<file path="src/rtl/shift_delay_compare.sv">
// Delay block exposing two codings of one register chain side by side: a collapsed
// single register (blocking-style chain) and a true DEPTH-stage shift pipeline.
module shift_delay_compare #(
   parameter int WIDTH = 1,
   parameter int DEPTH = 3
) (
   input  logic                   i_clk,
   input  logic                   i_rst,
   input  logic                   i_en,
   input  logic [WIDTH-1:0]       i_d,
   output logic [WIDTH-1:0]       o_q_blocking,
   output logic [WIDTH-1:0]       o_q_nonblock,
   output logic [DEPTH*WIDTH-1:0] o_taps,
   output logic                   o_valid,
   output logic                   o_mismatch
);

   localparam int CNT_W = $clog2(DEPTH + 1);
   localparam logic [CNT_W-1:0] CNT_FULL = CNT_W'(DEPTH);

   logic [DEPTH-1:0][WIDTH-1:0] r_stage_p0;
   logic [WIDTH-1:0]            r_q_blk_p0;
   logic [CNT_W-1:0]            r_fill_cnt;
   logic                        w_valid;

   // Stage boundary: every stage and the collapsed register sample on the same edge.
   always_ff @(posedge i_clk) begin
      if (i_rst) begin
         r_stage_p0 <= '0;
         r_q_blk_p0 <= '0;
      end else if (i_en) begin
         for (int k = DEPTH - 1; k > 0; k--) begin
            r_stage_p0[k] <= r_stage_p0[k-1];
         end
         r_stage_p0[0] <= i_d;
         r_q_blk_p0    <= i_d;
      end
   end

   always_ff @(posedge i_clk) begin
      if (i_rst) begin
         r_fill_cnt <= '0;
      end else if (i_en && (r_fill_cnt != CNT_FULL)) begin
         r_fill_cnt <= r_fill_cnt + 1'b1;
      end
   end

   assign w_valid      = (r_fill_cnt == CNT_FULL);
   assign o_valid      = w_valid;
   assign o_q_blocking = r_q_blk_p0;
   assign o_q_nonblock = r_stage_p0[DEPTH-1];
   assign o_taps       = r_stage_p0;
   // Built only from registered values so i_d can never glitch the flag.
   assign o_mismatch   = w_valid && (r_q_blk_p0 != r_stage_p0[DEPTH-1]);

endmodule

</file>
<file path="config.mk">
export PLATFORM = sky130hd
export DESIGN_NAME = shift_delay_compare
export DESIGN_NICKNAME = d
export VERILOG_FILES = /design/src/rtl/shift_delay_compare.sv
export SDC_FILE = /design/constraint.sdc
export NUM_CORES = 1
export LEC_CHECK = 0
export BUFFER_PORTS_ARGS = -buffer_cell sky130_fd_sc_hd__buf_2
export CAP_MARGIN = 20
export CORE_AREA = 2 2 39 41
export DETAILED_ROUTE_END_ITERATION = 16
export DIE_AREA = 0 0 41 43
export PLACE_DENSITY = 0.46
export SYNTH_ARGS = -nofsm -noshare
export SYNTH_HDL_FRONTEND = slang
export SYNTH_SLANG_ARGS = --single-unit
</file>
<file path="constraint.sdc">
create_clock -name i_clk -period 1.3 [get_ports i_clk]
set_input_delay 0 -clock i_clk [delete_from_list [all_inputs] [get_ports i_clk]]
set_output_delay 0 -clock i_clk [all_outputs]
set_load 0.005 [all_outputs]
</file>
==> results.cfg <==
[finish]
fillCellCount = 150
finalInstanceArea_um2 = 342.8
final_net_count = 43
final_layout_size_suffix_gt1_frac = 0.3784
syn2layout_area_growth_pct = 41.97
seq_area_um2 = 100.1
antenna-diode-count = 0
multi_input_area_um2 = 126.4

[worst_hold_path]
hold_path.class = input port to flip-flop
worstHoldStart = i_en
hold_path_depth = 3

[synth]
yosysUniqueCellTypes = 13
syn_inst = 23
netlist.area_leader.share = 0.4145
synth_compound_area_frac = 0.02073
synth_common_cells = 5 x dfxtp_1, 4 x nor2_1, 3 x mux2i_1
ys.warnings.count = 0
yosysSeqAreaShare = 0.4145
ys_ff_latch = 5
synth_simple_gate_area_share = 0.2435
synth_most_common_cell = dfxtp_1
synth_nets = 28
ys_top_cells_by_area = dfxtp_1 41%, mux2i_1 12%, buf_4 6.2%
yosys-mux-area-fraction = 0.1710
netlist_area_um2 = 241.5
synth_fa_ha_area_frac = 0.05181
synth_top_family_by_area = simple AND/OR/NAND/NOR gates
synth_enable_flop_cells = 0
async_flop_share = 0
synth_xor_area_frac = 0.03627
yosys.area.top_type = dfxtp_1
synth-main-ff-cell = dfxtp_1
postSynthAreaPerCell_um2 = 10.50

[grt]
grt.total_usage = 0.06935
grt_remaining_overflow = 0
antenna_found_initial = 0
grt_pass1_vias = 177
grt_max_degree = 8
grt_pass1_wl_um = 731

[clock_tree]
cts_tree = built
cts_max_level = 1
clockRootBuffer = clkbuf_4
post_cts_buffers = 0
cts_made_buffers = 3
path_clk_slew_ns = 0.04
cts_buffer_depth = 2
clock-sinks = 5
cts_hold_buf = 2
cts_resized = 0
clk-insertion-delay-late_ns = 0.24

[floorplan]
die_area_mm2 = 0.001763
dieHeight_um = 43
coreArea_mm2 = 0.001384
initial_core_util = 0.1745
die_x_um = 41
row_count = 14
ios = 11

[critical_path]
path_class = flip-flop to flip-flop
arrival_ns = 1.29
r2r-start = r_fill_cnt[0]
crit_start = r_fill_cnt[0]
worstPathMaxFanout = 4
worstPathRequired_ns = 1.43
crit_path_start_kind = flip-flop
ff2ff_path_depth = 3
crit_path_end_kind = flip-flop

[detailed_routing]
drt-total-wl_um = 454
drt_iter0_drc = 1
drt.antenna.violating_nets = 0
drtPass1Iterations = 2
viasPerCell = 3.698
wl_per_cell_um = 8.566
vias = 196
drcViolationCount = 0

[timing]
post-route-min-period_ns = 1.156
fin_crit_sh = 0.8890
grt_setup_unrepaired = false
finClkSkew_ns = 0.00007988
maxSlewViolCount = 0
worst_pin_slew_ns = 0.2101
worst_slack_ns = 0.1444
finalSetupTns_ns = 0
hold_ws_ns = 0.09699
timing.fmax_mhz = 865.3
finalHoldViolCount = 0
setup-violations-final = 0
slew-limit-headroom = 0.8599

[power_and_ir_drop]
p_int_uw = 308.0
comb_power_share = 0.119
clock_power_share = 0.454
ir_drop_v = 0.0005126
total_leakage_power_nw = 0.1798
powerDensity_mw_per_mm2 = 1167
power.switching_uw = 92.25
seqPwrFrac = 0.427
sw_frac_of_total = 0.2305

[outcome]
status = complete, no violations

[flow_run]
maxCapViolCount = 0

[place]
io_buffers = 10
place.gp.congestion = 0.6246
placed_area_um2 = 296.5
dp_hpwl_um = 323.4
post-place-ws_ns = 0.1594
-- final timing paths --
path	endpoint	slack, ns
worst max-delay path	r_fill_cnt[0]	0.14
worst min-delay path	o_q_nonblock	0.1
worst max register to register	r_fill_cnt[0]	0.14
worst min register to register	r_fill_cnt[1]	0.47
-- sequential cells by signal, indices dropped and copies added, names as in the netlist --
| name | count |
|---|---|
| o_q_blocking | 1 |
| r_fill_cnt | 2 |
| o_taps | 1 |
| o_q_nonblock | 1 |
-- kinds of logic after synthesis --
| group | after synthesis |
|---|---|
| AOI/OAI and AO/OA | 1 |
| and+or+nand+nor | 9 |
| muxes | 4 |
| adders and majority gates | 1 |
| DFF | 5 |
| buffers and inverters | 2 |
| xor gates and xnor gates | 1 |
-- power by group through the flow --
stage / clock [mW] / sequential [mW] / combinational (mW)
after global routing: 0.206 / 0.173 / 0.0536
after detailed placement: 0 / 0.174 / 0.0427
after CTS: 0.191 / 0.171 / 0.0480
after global placement: 0 / 0.173 / 0.0445
after floorplan: 0 / 0.173 / 0.0272
final: 0.182 / 0.171 / 0.0477
-- layout by cell type, fill, tap and decap left out --
cell type      count
and2_1             1
buf_2             10
clkbuf_1           1
clkbuf_4           3
dfxtp_1            5
dlygate4sd3_1      2
ha_1               1
mux2_1             1
mux2i_1            3
nand2b_1           1
nand4bb_1          1
nor2_1             4
nor2b_1            1
nor2b_4            1
o21ai_1            1
xor2_1             1
-- per-stage QoR --
stage,std cells,power [mW],utilization
floorplan,23,0.2001,-
detailed placement,47,0.2162,0.2143
global route,53,0.4326,0.2477
global placement,47,0.2177,0.2143
finish,53,0.4002,0.2477
CTS,53,0.4099,0.2477
-- final cells by class --
type / count / share of cell area
Tap cell: 16 / 0.05839
Multi-Input combinational cell: 16 / 0.3686
Sequential cell: 5 / 0.2920
Clock buffer: 4 / 0.07664
Timing Repair Buffer: 12 / 0.2044
-- worst max-delay path, stage by stage (launching register included) --
cell and delay (ns):
dfxtp_1 0.31, ha_1 0.27, nor2b_4 0.14, mux2_1 0.31
-- routing by layer --
layer,vias to the layer above,share of wire,GRT usage,routed length [µm]
li1,102,-,-,-
met1,78,0.47,0.07742,212
met2,14,0.34,0.07500,153
met3,2,0.16,0.06283,74
met4,0,0.029,0.06000,13
met5,-,0,0,0
Note: power is estimated with default switching activity, not from simulation.
